File: config.mk
export PLATFORM = sky130hd
export DESIGN_NAME = cmd_dispatcher
export DESIGN_NICKNAME = d
export VERILOG_FILES = /design/src/rtl/cmd_dispatcher.sv
export SDC_FILE = /design/constraint.sdc
export NUM_CORES = 1
export LEC_CHECK = 0
export ABC_AREA = 1
export BUFFER_PORTS_ARGS = -buffer_cell sky130_fd_sc_hd__buf_2
export CAP_MARGIN = 10
export CORE_AREA = 4 4 101 103
export CTS_BUF_LIST = sky130_fd_sc_hd__clkbuf_4
export DETAILED_ROUTE_END_ITERATION = 6
export DIE_AREA = 0 0 105 107
export GPL_TIMING_DRIVEN = 0
export HOLD_SLACK_MARGIN = 0.1
export PLACE_DENSITY = 0.63
export SLEW_MARGIN = 0
export SYNTH_ARGS = -nofsm -noshare
export SYNTH_HDL_FRONTEND = slang
export SYNTH_SLANG_ARGS = --single-unit
File: constraint.sdc
create_clock -name clk_i -period 3.9 [get_ports clk_i]
set_clock_uncertainty 0.05 [all_clocks]
set_input_delay 0.585 -clock clk_i [delete_from_list [all_inputs] [get_ports clk_i]]
set_output_delay 0.585 -clock clk_i [all_outputs]
set_load 0.01 [all_outputs]
File: src/rtl/cmd_dispatcher.sv
// Command queue in front of the serializer: buffers legal {addr,cmd} requests,
// drops illegal addresses, and issues one strobe per busy handshake.
module cmd_dispatcher #(
  parameter int DEPTH        = 8,
  parameter int NUM_OBJ      = 18,
  parameter int BUSY_TIMEOUT = 16,
  parameter int CNT_W        = 8
) (
  input  logic                     clk_i,
  input  logic                     rst_i,
  input  logic [4:0]               cmd_addr_i,
  input  logic                     cmd_i,
  input  logic                     cmd_val_i,
  output logic                     cmd_rdy_o,
  input  logic                     busy_i,
  output logic [5:0]               data_o,
  output logic                     data_val_o,
  output logic [$clog2(DEPTH):0]   level_o,
  output logic [CNT_W-1:0]         drop_cnt_o,
  output logic                     timeout_o
);

  localparam int PTR_W = $clog2(DEPTH);
  localparam int LVL_W = PTR_W + 1;
  localparam int TO_W  = $clog2(BUSY_TIMEOUT + 1);

  localparam logic [4:0]       MAX_ADDR = 5'(NUM_OBJ);
  localparam logic [LVL_W-1:0] FULL_LVL = LVL_W'(DEPTH);
  localparam logic [TO_W-1:0]  TO_LAST  = TO_W'(BUSY_TIMEOUT - 1);

  typedef struct packed {
    logic [4:0] addr;
    logic       cmd;
  } req_t;

  typedef enum logic [1:0] {
    IDLE,
    LAUNCH,
    WAIT_BUSY,
    WAIT_DONE
  } state_e;

  req_t             fifo_mem [DEPTH];
  logic [PTR_W-1:0] wr_ptr_q, wr_ptr_d;
  logic [PTR_W-1:0] rd_ptr_q, rd_ptr_d;
  logic [LVL_W-1:0] level_q,  level_d;
  logic [CNT_W-1:0] drop_q,   drop_d;
  state_e           state_q,  state_d;
  req_t             data_q,   data_d;
  logic             dval_q,   dval_d;
  logic [TO_W-1:0]  to_cnt_q, to_cnt_d;
  logic             to_q,     to_d;

  logic accept, legal, push, pop;

  // ---------------------------------------------------------------- input side
  assign cmd_rdy_o = (level_q != FULL_LVL);
  assign accept    = cmd_val_i && cmd_rdy_o;
  assign legal     = (cmd_addr_i != 5'd0) && (cmd_addr_i <= MAX_ADDR);
  assign push      = accept && legal;

  always_ff @(posedge clk_i) begin
    if (push) fifo_mem[wr_ptr_q] <= req_t'{addr: cmd_addr_i, cmd: cmd_i};
  end

  always_comb begin
    wr_ptr_d = wr_ptr_q;
    rd_ptr_d = rd_ptr_q;
    level_d  = level_q;
    drop_d   = drop_q;
    if (push) wr_ptr_d = wr_ptr_q + 1'b1;
    if (pop)  rd_ptr_d = rd_ptr_q + 1'b1;
    unique case ({push, pop})
      2'b10:   level_d = level_q + 1'b1;
      2'b01:   level_d = level_q - 1'b1;
      default: level_d = level_q;
    endcase
    // Saturate so a flood of bad requests cannot wrap the counter to a small value.
    if (accept && !legal && (drop_q != '1)) drop_d = drop_q + 1'b1;
  end

  // ---------------------------------------------------------------- launch FSM
  always_comb begin
    state_d  = state_q;
    data_d   = data_q;
    dval_d   = 1'b0;
    to_cnt_d = to_cnt_q;
    to_d     = to_q;
    pop      = 1'b0;
    unique case (state_q)
      IDLE: begin
        if ((level_q != '0) && !busy_i) begin
          pop     = 1'b1;
          data_d  = fifo_mem[rd_ptr_q];
          dval_d  = 1'b1;
          state_d = LAUNCH;
        end
      end
      LAUNCH: begin
        to_cnt_d = '0;
        state_d  = WAIT_BUSY;
      end
      WAIT_BUSY: begin
        if (busy_i) begin
          state_d = WAIT_DONE;
        end else if (to_cnt_q == TO_LAST) begin
          to_d    = 1'b1;
          state_d = IDLE;
        end else begin
          to_cnt_d = to_cnt_q + 1'b1;
        end
      end
      WAIT_DONE: begin
        if (!busy_i) state_d = IDLE;
      end
      default: state_d = IDLE;
    endcase
  end

  always_ff @(posedge clk_i or negedge rst_i) begin
    if (!rst_i) begin
      wr_ptr_q <= '0;
      rd_ptr_q <= '0;
      level_q  <= '0;
      drop_q   <= '0;
      state_q  <= IDLE;
      data_q   <= '0;
      dval_q   <= 1'b0;
      to_cnt_q <= '0;
      to_q     <= 1'b0;
    end else begin
      wr_ptr_q <= wr_ptr_d;
      rd_ptr_q <= rd_ptr_d;
      level_q  <= level_d;
      drop_q   <= drop_d;
      state_q  <= state_d;
      data_q   <= data_d;
      dval_q   <= dval_d;
      to_cnt_q <= to_cnt_d;
      to_q     <= to_d;
    end
  end

  assign data_o     = data_q;
  assign data_val_o = dval_q;
  assign level_o    = level_q;
  assign drop_cnt_o = drop_q;
  assign timeout_o  = to_q;

endmodule
Yosys cells after proc, flatten, opt, wreduce, memory -nomap -nowiden
Memories as Yosys holds them, arrays and structs flattened. A register that Yosys moved wholly into a read port is not among the register bits. Cells that the tools add are included.

Add/sub/neg operators: 6. Order comparisons: 1. Equality and inequality tests: 13. Multiplexer cells: 13. Bitwise logic cells: 1. Reduce and logical (&&, ||, !) cells: 18.

Operator list (count): 2-to-1 mux 5 bit (2); one-hot mux 5 bit (2 select lines) (1); AND reduction 3 bit (3); adder 8 x 1 -> 8 bit, second input constant (1); 2-to-1 mux 2 bit (4); != test 2 bit, second input constant (4); != test 8 bit, second input constant (1); one-hot mux 2 bit (4 select lines) (1); one-hot mux 4 bit (2 select lines) (1); adder 3 x 1 -> 3 bit, second input constant (2); equality test 2 bit, second input constant (3); logical AND 1 bit (6); adder 5 x 1 -> 5 bit, second input constant (1); equality test 5 x 4 -> 1 bit, second input constant (1); less-or-equal comparator 5 bit, second input constant (1); nonzero test 5 bit (1); adder 4 x 1 -> 4 bit, second input constant (1); equality test 2 x 1 -> 1 bit, second input constant (2); 2-to-1 mux 1 bit (4); != test 4 bit, second input constant (1); nonzero test 2 bit (2); nonzero test 4 bit (1); subtractor 4 x 1 -> 4 bit, second input constant (1); zero test 1 bit (3); 4 further kinds (4).

Register bits: 27. Bits in writable memories: 48. Bits of input ports: 10. Output and inout bits: 21. Word-level logic and storage cells: 61. Memories kept: 1.

Memory list: fifo_mem (words 8, bits a word 6, read ports 1, clocked after Yosys merged registers in 1, wr ports 1, line 43) `req_t fifo_mem [DEPTH];`.

Longest topological paths before layout
Gate-level depths: netlist of the first run.

Word-level depth: 6. Gate-level depth with buffers: 15. Gate-level depth less buffers: 15.

Worst setup path after synthesis of the first run
No wires, ideal clock.

Path kind: input-to-reg. Start point: input port cmd_addr_i[3]. End point: register level_q[2] (netlist: level_o[2]). Library setup time: 129 ps. Data arrival time: 2009 ps. Data required time: 3721 ps. Setup slack: 1712 ps. Stages: 13. Path buffers: 0. Path through: nor2_1 -> nand2_1 -> nand2_2 -> nand2_1 -> nor2_4 -> inv_1 -> ha_1 -> nor2_1 -> nor2_1 -> ha_1 -> a21oi_1 -> xor2_1 -> o21ai_0.

Longest elaborated chain between the ends: 5. Elaborated cells between the ends (all ways): 8. Those cells by class: order compare: 1; eq/ne: 2; mux: 1; reduce/logical: 4.

RTL lines: from (decl) (line 11) `input logic [4:0] cmd_addr_i,`; less-or-equal comparator 5 bit / nonzero test 5 bit (equally long branches) (line 59) `assign legal = (cmd_addr_i != 5'd0) && (cmd_addr_i <= MAX_ADDR);`; logical AND 1 bit * (line 59); logical AND 1 bit * (line 60) `assign push = accept && legal;`; equality test 2 x 1 -> 1 bit / equality test 2 bit (equally long branches) (line 73) `unique case ({push, pop})`; one-hot mux 4 bit (2 select lines) / nonzero test 2 bit (equally long branches); to (signal assigned) (line 134) `level_q <= level_d;`; to (decl) (line 46) `logic [LVL_W-1:0] level_q, level_d;`.

Every way passes the cells marked *; elsewhere a longest branch is shown, timed or not. A chain may end at the register's enable or synchronous reset.

Worst setup path after layout of the first run
Start point: input port cmd_addr_i[2]. End point: register level_q[2] (netlist: level_o[2]).

Same word-level chain as after synthesis.

==> parameters.txt, run 1 <==
Parameter                              Value

Clocking
  Setup repair bufs after CTS ... 0
  Clock transition time at the flip-flop clock pins of the worst setup and hold paths ... 140 ps
  Clock latency at the later pin of the worst-skew pair ... 420 ps
  Post-cts hold buffer count ... 0
  # H-tree levels ... 3
  Root buf cell ... clkbuf_4
  Clock tree from TritonCTS ... built
  Longest Clk Path Bufs ... 2
  Clock sink total ... 81
  Number of resized instances in the post-cts repair step ... 0
  CTS buffer count ... 9

Worst setup path
  Max stage delay on crit path ... 230 ps
  Type of element capturing the critical path ... register
  Type of element launching the critical path ... input pin
  Startpoint-to-endpoint class of the critical path ... in -> reg
  Worst path slowest cell ... ha_1
  Arrival time of data at the critical path endpoint ... 2490 ps
  List of cells traversed by the critical path ... buf_2 -> nor2_1 -> nand2_1 -> nand2_2 -> nand2_1 -> nor2_4 -> inv_1 -> ha_1 -> nand2_1 -> inv_1 -> nor2_1 -> ha_1 -> a21oi_1 -> xor2_1 -> o21ai_0
  Most used cell along the critical path ... nand2_1
  Cell family with most CP delay ... simple AND/OR/NAND/NOR gates
  Worst EP required ... 4200 ps
  Maximum fanout count along the critical path ... 9
  Worst path buffer plus inverter count ... 3

Yosys
  Compound-Gate Fraction of Synth Area ... 0.06017
  Number of flops mapped to enable cells by yosys ... 48
  Synth Instances ... 360
  Share of async-settable or async-resettable flops after synthesis ... 0.4074
  Synth top area share ... 0.3938
  Adder-cell share of the synthesized area ... 0.02735
  Post-synth top cells ... nand2_1, nor2_1, edfxtp_1
  Most used DFF post-synth ... edfxtp_1
  Number of different library cells in the post-synthesis netlist ... 28
  Dominant cell type by area after synthesis ... edfxtp_1
  Ranking of synthesized cells by area ... edfxtp_1, dfrtp_1, nand2_1
  Simple-gate area share of the yosys netlist ... 0.2369
  Number of register bits inferred by synthesis ... 81
  Most frequent cell after synthesis ... nand2_1
  Cell Area, Synth ... 3660 um2
  Fraction of synthesized cell area in xor and xnor cells ... 0.02393
  Post-synthesis average cell area ... 10.17 um2
  Synthesized netlist net count ... 378
  Multiplexer fraction of the synthesized cell area ... 0
  Dominant combinational cell family by area after synthesis ... simple AND/OR/NAND/NOR gates
  Synthesis warning total ... 0
  Sequential cell area fraction in the yosys report ... 0.6195

Floorplan
  Width of the chip ... 105 um
  Initial core utilization ... 0.3980
  IO Count ... 31
  Die area ... 11240 um2
  Height of the die ... 107 um
  Placeable core area ... 9196 um2
  Number of standard-cell rows in the floorplan ... 35

Route
  Per-cell via count in the routed design ... 4.932
  DRC marker count from the first detailed-route iteration ... 141
  Detailed-routing iteration count for the pre-antenna-repair pass ... 4
  Average wire per standard cell ... 13.80 um
  Vias after detailed routing ... 2555
  Number of remaining DRC errors ... 0
  Drt total wl ... 7150 um
  Antenna-violating nets left ... 0

STA
  Worst path setup slack after routing ... 1714 ps
  Min Hold Slack ... 146.6 ps
  Final-report max-slew violation count ... 0
  Setup repair after global routing missed its margin ... no
  Final hold vios ... 0
  Final min period ... 2186 ps
  Final-report setup violation count ... 0
  Rel. slew slack ... 0.5075
  Final setup TNS ... 0 ps
  Max Freq ... 457.5 MHz
  Share of the clock period used by the worst path after layout ... 0.5605
  Transition time of the tightest slew-check pin ... 738.7 ps

Place
  Post-placement setup slack ... 1304 ps
  Total instance count after detailed placement ... 501
  HPWL after detailed placement ... 4959 um
  Number of buffers inserted by port buffering ... 30
  Placer Congestion ... 0.8574

Global routing
  GR Overflow Total ... 0
  Pin count of the biggest net entering global routing ... 34
  GRT Resource Usage Total ... 0.1396
  First-pass GRT wire length ... 12320 um
  Via count of the first global-routing pass ... 2562
  Number of antenna violations at the first check in global routing ... 1

Final layout
  Number of nets in the layout ... 419
  Fraction of layout cells with a size suffix above 1 ... 0.1650
  Number of standard cells in the layout, taps in and fillers out ... 518
  Growth of design area from synthesis to finish ... 13.06%

Job
  Max-cap viol count ... 0

Pwr
  Power density normalized to cell area ... 685.7 nW/um2
  Static leakage ... 1.766 nW
  Peak supply drop ... 0.2976 mV

Outcome
  Outcome ... finished, final reports clean

Hold path
  HP Class ... in -> async
power by group:
group	switching [W]	leakage (nW)	internal [W]	total, W
Sequential	0.000152	0.856	0.00108	0.00123
Combinational	0.000619	0.818	0.000362	0.000981
Clock	0.000298	0.0921	0.000324	0.000622
Total	0.00107	1.77	0.00177	0.00284
kinds of logic after synthesis:
family | count (synthesis)
buffers and inverters | 28
xor gates and xnor gates | 10
and+or+nand+nor | 193
adders and majority gates | 8
AOI/OAI and AO/OA | 40
DFF | 81
path summary, 6_finish.rpt:
check | from | end | slack (ps) | depth (start not counted)
setup / recovery | cmd_addr_i[2] | level_o[2]$_DFFE_PN0P_ | 1710 | 15
hold / removal | rst_i | drop_cnt_o[7]$_DFFE_PN0P_ | 150 | 1
setup reg to reg | state_q[0]$_DFFE_PN0P_ | level_o[2]$_DFFE_PN0P_ | 1740 | 11
hold reg to reg | timeout_o$_DFFE_PN0P_ | timeout_o$_DFFE_PN0P_ | 430 | 1
max in group asynchronous | rst_i | level_o[1]$_DFFE_PN0P_ | 3160 | 1
min in group clk_i | cmd_i | fifo_mem[0][0]$_DFFE_PP_ | 390 | 1
registers in the layout (all words and copies together) (netlist names):
register and cells:
state_q 2, to_cnt_q 5, fifo_mem 48, drop_cnt_o 8, level_o 4, timeout_o 1
data_val_o 1, wr_ptr_q 3, rd_ptr_q 3, data_o 6
routing by layer:
layer | track usage | up-vias | wire, um
met5 | 0 | - | 0
met4 | 0.05904 | 0 | 111
met3 | 0.02709 | 7 | 269
met2 | 0.2305 | 41 | 3527
met1 | 0.1801 | 1215 | 3241
li1 | - | 1292 | -
metrics by stage:
| stage | cell area [um2] | power [W] | utilization |
|---|---|---|---|
| 2_1_floorplan | 3660 | 0.001933 | - |
| 3_3_place_gp | 3949 | 0.002220 | 0.4294 |
| 3_5_place_dp | 3949 | 0.002246 | 0.4294 |
| 6_report | 4138 | 0.002837 | 0.4499 |
| 4_1_cts | 4135 | 0.002868 | 0.4497 |
| 5_1_grt | 4138 | 0.003068 | 0.4499 |
layout by cell type (no fill, tap or decap), types with 3 or more instances in the layout:
| master | netlist | final |
|---|---|---|
| nand2_1 | 76 | 76 |
| nor2_1 | 66 | 66 |
| edfxtp_1 | 48 | 48 |
| nand3_1 | 36 | 36 |
| buf_2 | 4 | 34 |
| dfrtp_1 | 33 | 33 |
| o21ai_0 | 31 | 31 |
| inv_1 | 19 | 19 |
| clkbuf_4 | 0 | 9 |
| ha_1 | 8 | 8 |
| xor2_1 | 6 | 6 |
| nand3b_1 | 4 | 4 |
| a21oi_1 | 4 | 4 |
| xnor2_1 | 4 | 4 |
| nor2_4 | 3 | 3 |
| bufinv_16 | 0 | 3 |
worst reg2reg max path, delay by kind of cell (launching register included):
family	cells	cell delay, ps
and+or+nand+nor	4	510
buffers and inverters	2	240
AOI/OAI and AO/OA	2	220
adders and majority gates	2	410
xor gates and xnor gates	1	150
DFF	1	470
layout make-up:
cell class / instances / area, um2
inverter: 21 / 81.33
sequential: 81 / 2267
clock inverter: 7 / 118.9
fill: 879 / 5059
clock buffer: 9 / 67.56
tap: 111 / 138.9
multi-input combinational: 251 / 1275
antenna: 1 / 2.502
timing repair buffer: 30 / 150.1
buffer: 7 / 36.28
Power figures use the tool's default switching activity.
==> run 2: changes to the inputs <==
--- a/config.mk
+++ b/config.mk
@@ -14,7 +14,7 @@
 export DIE_AREA = 0 0 105 107
 export GPL_TIMING_DRIVEN = 0
 export HOLD_SLACK_MARGIN = 0.1
-export PLACE_DENSITY = 0.63
+export PLACE_DENSITY = 0.66
 export SLEW_MARGIN = 0
 export SYNTH_ARGS = -nofsm -noshare
 export SYNTH_HDL_FRONTEND = slang
==> constraint.sdc (replaced) <==
create_clock -name clk_i -period 1.85 [get_ports clk_i]
set_clock_uncertainty 0.05 [all_clocks]
set_input_delay 0.2775 -clock clk_i [delete_from_list [all_inputs] [get_ports clk_i]]
set_output_delay 0.2775 -clock clk_i [all_outputs]
set_load 0.01 [all_outputs]
==> parameters.txt, run 2 (synthesis gave the netlist of run 1 again) <==
Parameter                              Value

Floorplan
  Initial core utilization ... 0.3980 (unchanged)
  IO Count ... 31 (unchanged)
  Number of standard-cell rows in the floorplan ... 35 (unchanged)
  Die area ... 11240 um2 (unchanged)
  Height of the die ... 107 um (unchanged)
  Width of the chip ... 105 um (unchanged)
  Placeable core area ... 9196 um2 (unchanged)

Outcome
  Outcome ... finished with violations
  Violations in the final reports ... setup timing

Hold path
  HP Class ... in -> reg
  Launch point of the worst hold path ... busy_i
  Worst hold path cell count ... 4
  Endpoint of the worst hold-timing path ... to_cnt_q[3]$_DFFE_PN0P_

Final layout
  Fraction of layout cells with a size suffix above 1 ... 0.2616 (+0.09655)
  Most flops, register ... fifo_mem
  Area of all placed cells without fillers ... 4378 um2 (+5.8%)
  Leading cell type in the layout, fill and taps excluded ... nand2_1
  Growth of design area from synthesis to finish ... 19.62%
  Max FFs per register ... 48 (unchanged)
  Highest-count cells in the layout ignoring fill and taps ... nand2_1, nor2_1, edfxtp_1
  Number of nets in the layout ... 445 (+6.2%)
  Number of standard cells in the layout, taps in and fillers out ... 544 (+5.0%)
  Fraction of the core area covered by cells at the end of the flow ... 0.4761 (+0.02612)
  Fill cell instance count of the final layout ... 854 (-2.8%)

Global routing
  Via count of the first global-routing pass ... 2613 (+2.0%)
  GR Overflow Total ... 0 (unchanged)
  Number of antenna violations at the first check in global routing ... 1 (unchanged)
  First-pass GRT wire length ... 12880 um (+4.5%)
  Pin count of the biggest net entering global routing ... 34 (unchanged)
  GRT Resource Usage Total ... 0.1462 (+0.006579)

Place
  Post-place instance area ... 3970 um2 (+0.54%)
  Post-placement setup slack ... -335.6 ps (-1640 ps)
  Placer Congestion ... 0.8187 (-4.5%)
  Number of buffers inserted by port buffering ... 30 (unchanged)
  HPWL after detailed placement ... 5080 um (+2.4%)
  Total instance count after detailed placement ... 501 (unchanged)

Worst setup path
  Critical R2R Launch ... level_o[1]$_DFFE_PN0P_
  Worst EP required ... 2110 ps (-2090 ps)
  R2r endpoint ... level_o[2]$_DFFE_PN0P_
  Startpoint-to-endpoint class of the critical path ... reg -> reg
  Setup slack of the worst register-to-register path ... -60 ps (-1800 ps)
  Register-to-Register Path Depth ... 11 (unchanged)
  Type of element launching the critical path ... register
  Type of element capturing the critical path ... register
  Maximum fanout count along the critical path ... 12 (+3)
  Arrival time of data at the critical path endpoint ... 2170 ps (-320 ps)

Route
  Detailed-routing iteration count for the pre-antenna-repair pass ... 4 (unchanged)
  Drt total wl ... 7779 um (+8.8%)
  Average wire per standard cell ... 14.30 um (+3.6%)
  Vias after detailed routing ... 2707 (+5.9%)
  DRC marker count from the first detailed-route iteration ... 130 (-7.8%)
  Per-cell via count in the routed design ... 4.976 (+0.89%)
  Number of remaining DRC errors ... 0 (unchanged)
  Antenna-violating nets left ... 0 (unchanged)

STA
  Final-report max-slew violation count ... 0 (unchanged)
  Final min period ... 1906 ps
  Transition time of the tightest slew-check pin ... 779.8 ps (+41.03 ps)
  Worst path setup slack after routing ... -55.73 ps (-1770 ps)
  Rel. slew slack ... 0.4801 (-0.02736)
  Final-report setup violation count ... 1 (+1)
  Setup repair after global routing missed its margin ... yes
  Max Freq ... 524.7 MHz
  Final hold vios ... 0 (unchanged)
  Share of the clock period used by the worst path after layout ... 1.030

Clocking
  Root buf cell ... clkbuf_4
  CTS buffer count ... 9 (unchanged)
  Clock tree from TritonCTS ... built
  # H-tree levels ... 3 (unchanged)
  Clock sink total ... 81 (unchanged)
  Longest Clk Path Bufs ... 2 (unchanged)
  Clock latency at the later pin of the worst-skew pair ... 430 ps (about the same)
  Clock transition time at the flip-flop clock pins of the worst setup and hold paths ... 150 ps (about the same)

Pwr
  Static leakage ... 1.861 nW (+5.4%)
  Power density normalized to cell area ... 1359 nW/um2 (+98%)
  Peak supply drop ... 0.7291 mV (+140%)

Job
  Max-cap viol count ... 0 (unchanged)
-- run 2: area by class of cell --
cell class                 instances  area (um2)  area share
multi-input combinational        251        1374      0.3138
buffer                             7       36.28    0.008288
tap                              111       138.9     0.03172
inverter                          21       83.83     0.01915
timing repair buffer              56       365.4     0.08345
clock buffer                       9       67.56     0.01543
sequential                        81        2273      0.5193
antenna                            1       2.502   0.0005716
clock inverter                     7       36.28    0.008288
-- run 2: per-stage QoR --
step | hold slack (ps) | setup TNS [ps] | power [W]
6_report | 131.0 | -55.73 | 0.005951
5_1_grt | 114.1 | -240.3 | 0.006461
4_1_cts | 117.2 | 0 | 0.005810
3_5_place_dp | 348.4 | -13790 | 0.004763
3_3_place_gp | 334.3 | -11750 | 0.004693
2_1_floorplan | -68.09 | -54.82 | 0.004106
-- run 2: timing repair --
item / CTS / global route
endpoints found under the hold margin: 48 / 0
buffers inserted: 11 / 7
pin swaps: 5 / 11
gates resized for setup: 9 / 21
endpoints found under the setup margin: 50 / 45
hold buffers: 8 / 0
-- run 2: worst max-delay path by stage --
stage                                 from                endpoint  slack, ps  depth (start not counted)
floorplan           level_o[0]$_DFFE_PN0P_  level_o[2]$_DFFE_PN0P_        -50                         13
global placement             cmd_addr_i[3]  level_o[2]$_DFFE_PN0P_       -300                         15
detailed placement           cmd_addr_i[3]  level_o[2]$_DFFE_PN0P_       -340                         15
CTS                 level_o[1]$_DFFE_PN0P_  level_o[2]$_DFFE_PN0P_          4                         13
global route        level_o[2]$_DFFE_PN0P_  level_o[2]$_DFFE_PN0P_       -150                         11
finish              level_o[1]$_DFFE_PN0P_  level_o[2]$_DFFE_PN0P_        -60                         11
-- run 2: routing by layer --
metal	vias to the layer above	share of wire	wire (um)	track usage
met1	1286	0.44	3431	0.1834
met5	-	0	0	0
li1	1347	-	-	-
met4	0	0.013	102	0.05904
met2	64	0.50	3880	0.2479
met3	10	0.047	365	0.02950
-- run 2: critical path: stages, from the launching register on --
cell	delay [ps]
dfrtp_2	450
nor2_4	150
nand2_2	90
nand3_4	100
inv_6	70
ha_4	180
nor2_2	130
nor2_4	40
ha_2	170
a21oi_2	110
xor2_1	160
o21ai_1	100
-- run 2: where the power goes --
part           leakage, nW  internal, W  switching [W]
sequential           0.850      0.00229       0.000289
clock               0.0679     0.000265       0.000601
combinational        0.943     0.000995        0.00151
total                 1.86      0.00355        0.00240
==> run 3: changes to the inputs <==
--- a/config.mk
+++ b/config.mk
@@ -8,13 +8,13 @@
 export ABC_AREA = 1
 export BUFFER_PORTS_ARGS = -buffer_cell sky130_fd_sc_hd__buf_2
 export CAP_MARGIN = 10
-export CORE_AREA = 4 4 101 103
+export CORE_AREA = 4 4 150 80
 export CTS_BUF_LIST = sky130_fd_sc_hd__clkbuf_4
 export DETAILED_ROUTE_END_ITERATION = 6
-export DIE_AREA = 0 0 105 107
+export DIE_AREA = 0 0 154 84
 export GPL_TIMING_DRIVEN = 0
 export HOLD_SLACK_MARGIN = 0.1
-export PLACE_DENSITY = 0.66
+export PLACE_DENSITY = 0.6
 export SLEW_MARGIN = 0
 export SYNTH_ARGS = -nofsm -noshare
 export SYNTH_HDL_FRONTEND = slang
==> parameters.txt, run 3 (synthesis gave the netlist of run 1 again) <==
Parameter                              Value

STA
  Final-report setup violation count ... 1 (unchanged)
  Setup repair after global routing missed its margin ... yes
  Max Freq ... 512.8 MHz (-2.3%)
  Final-report max-slew violation count ... 0 (unchanged)
  Rel. slew slack ... 0.4976 (+0.01741)
  Final setup TNS ... -100.3 ps (-44.53 ps)
  Final hold vios ... 0 (unchanged)
  Worst path setup slack after routing ... -100.3 ps (-44.53 ps)
  Min Hold Slack ... 138.7 ps (+7.679 ps)
  Transition time of the tightest slew-check pin ... 753.7 ps (-26.12 ps)
  Share of the clock period used by the worst path after layout ... 1.054 (+0.02407)
  Final min period ... 1950 ps (+44.53 ps)

Floorplan
  Placeable core area ... 10710 um2 (+16%)
  Initial core utilization ... 0.3417 (-0.05621)
  Die area ... 12940 um2 (+15%)
  Number of standard-cell rows in the floorplan ... 27 (-23%)
  Width of the chip ... 154 um (+47%)
  IO Count ... 31 (unchanged)
  Height of the die ... 84 um (-21%)

Worst setup path
  Type of element capturing the critical path ... register
  Maximum fanout count along the critical path ... 4 (-8)
  Worst path buffer plus inverter count ... 2 (+1)
  Cell family with most CP delay ... simple AND/OR/NAND/NOR gates
  Startpoint-to-endpoint class of the critical path ... reg -> reg
  List of cells traversed by the critical path ... nor2_4 -> nand3_4 -> nand2_4 -> nor2_4 -> inv_2 -> ha_4 -> nand2_2 -> inv_2 -> nor2_2 -> ha_2 -> a21oi_2 -> xor2_1 -> o21ai_1
  Worst EP required ... 2130 ps (+20 ps)
  Max stage delay on crit path ... 450 ps (about the same)
  Type of element launching the critical path ... register
  Worst path slowest cell ... dfrtp_2
  Arrival time of data at the critical path endpoint ... 2230 ps (+60 ps)

Clocking
  # H-tree levels ... 3 (unchanged)
  Longest Clk Path Bufs ... 2 (unchanged)
  CTS buffer count ... 9 (unchanged)
  Clock tree from TritonCTS ... built
  Clock sink total ... 81 (unchanged)
  Clock latency at the later pin of the worst-skew pair ... 440 ps (about the same)
  Root buf cell ... clkbuf_4
  Clock transition time at the flip-flop clock pins of the worst setup and hold paths ... 140 ps (about the same)

Global routing
  GR Overflow Total ... 0 (unchanged)
  Pin count of the biggest net entering global routing ... 34 (unchanged)
  GRT Resource Usage Total ... 0.1423 (-0.003867)
  Via count of the first global-routing pass ... 2597 (-0.61%)
  First-pass GRT wire length ... 14110 um (+9.5%)
  Number of antenna violations at the first check in global routing ... 0 (-1)

Final layout
  Highest-count cells in the layout ignoring fill and taps ... nand2_1, nor2_1, edfxtp_1
  Growth of design area from synthesis to finish ... 20.82%
  Leading cell type in the layout, fill and taps excluded ... nand2_1
  Fraction of layout cells with a size suffix above 1 ... 0.2553 (-0.006305)
  Number of nets in the layout ... 440 (-1.1%)
  Fraction of the core area covered by cells at the end of the flow ... 0.4129 (-0.06315)
  Multi-input gate area ... 1414 um2 (+2.9%)
  Antenna diode instance count ... 0 (-1)
  Most flops, register ... fifo_mem
  Fill cell instance count of the final layout ... 1054 (+23%)
  Max FFs per register ... 48 (unchanged)
  Sequential Area ... 2272 um2 (about the same)

Place
  Placer Congestion ... 0.8006 (-2.2%)
  Post-placement setup slack ... -399.3 ps (-63.72 ps)
  HPWL after detailed placement ... 6215 um (+22%)
  Number of buffers inserted by port buffering ... 30 (unchanged)

Pwr
  Peak supply drop ... 0.5851 mV (-20%)
  Power density normalized to cell area ... 1378 nW/um2 (+1.4%)
  Power after layout ... 0.006092 W (+2.4%)
  Static leakage ... 1.832 nW (-1.6%)

Job
  Max-cap viol count ... 0 (unchanged)

Outcome
  Violations in the final reports ... setup timing
  Outcome ... finished with violations

Route
  Detailed-routing iteration count for the pre-antenna-repair pass ... 4 (unchanged)
  Per-cell via count in the routed design ... 4.727 (-5.0%)
  Vias after detailed routing ... 2704 (-0.11%)
  Antenna-violating nets left ... 0 (unchanged)
  Average wire per standard cell ... 15.47 um (+8.2%)
  DRC marker count from the first detailed-route iteration ... 112 (-14%)
  Number of remaining DRC errors ... 0 (unchanged)
  Drt total wl ... 8848 um (+14%)

Hold path
  HP Class ... in -> reg
## run 3: final timing paths
check,startpoint,to,slack (ps),depth (start not counted)
worst max register to register,level_o[1]$_DFFE_PN0P_,level_o[2]$_DFFE_PN0P_,-100,13
max in group asynchronous,rst_i,level_o[0]$_DFFE_PN0P_,840,2
worst min register to register,timeout_o$_DFFE_PN0P_,timeout_o$_DFFE_PN0P_,440,1
worst min-delay path,cmd_addr_i[1],fifo_mem[2][2]$_DFFE_PP_,140,1
worst max-delay path,level_o[1]$_DFFE_PN0P_,level_o[2]$_DFFE_PN0P_,-100,13
min in group asynchronous,rst_i,drop_cnt_o[4]$_DFFE_PN0P_,370,2
## run 3: routing by layer
layer	global-route usage	share of wire	vias up
li1	-	-	1336
met1	0.2253	0.52	1298
met2	0.1847	0.40	64
met3	0.04557	0.083	6
met4	0.03125	0.0053	0
met5	0	0	-
## run 3: stage by stage
step / instances / area, um2
after floorplan: 360 / 3681
after global placement: 535 / 4013
after detailed placement: 535 / 4013
after CTS: 567 / 4304
after global routing: 572 / 4422
final: 572 / 4422
## run 3: cell type report
cell class,count,share of cell area
inverter,21,0.01896
buffer,7,0.008206
multi-input combinational,251,0.3198
tap,145,0.04103
clock buffer,9,0.01528
timing repair buffer,51,0.07442
clock inverter,7,0.008489
sequential,81,0.5139
## run 3: timing repair
action	CTS	global route
gates resized for setup	15	27
setup endpoints to repair	52	53
setup buffers	9	5
pin swaps	6	5
endpoints found under the hold margin	53	0
hold buffers	7	0
## run 3: power breakdown
| group | total (W) | internal (W) | switching [W] |
|---|---|---|---|
| Clock | 0.000875 | 0.000260 | 0.000615 |
| Sequential | 0.00260 | 0.00229 | 0.000312 |
| Combinational | 0.00262 | 0.000988 | 0.00163 |
| Total | 0.00609 | 0.00354 | 0.00256 |
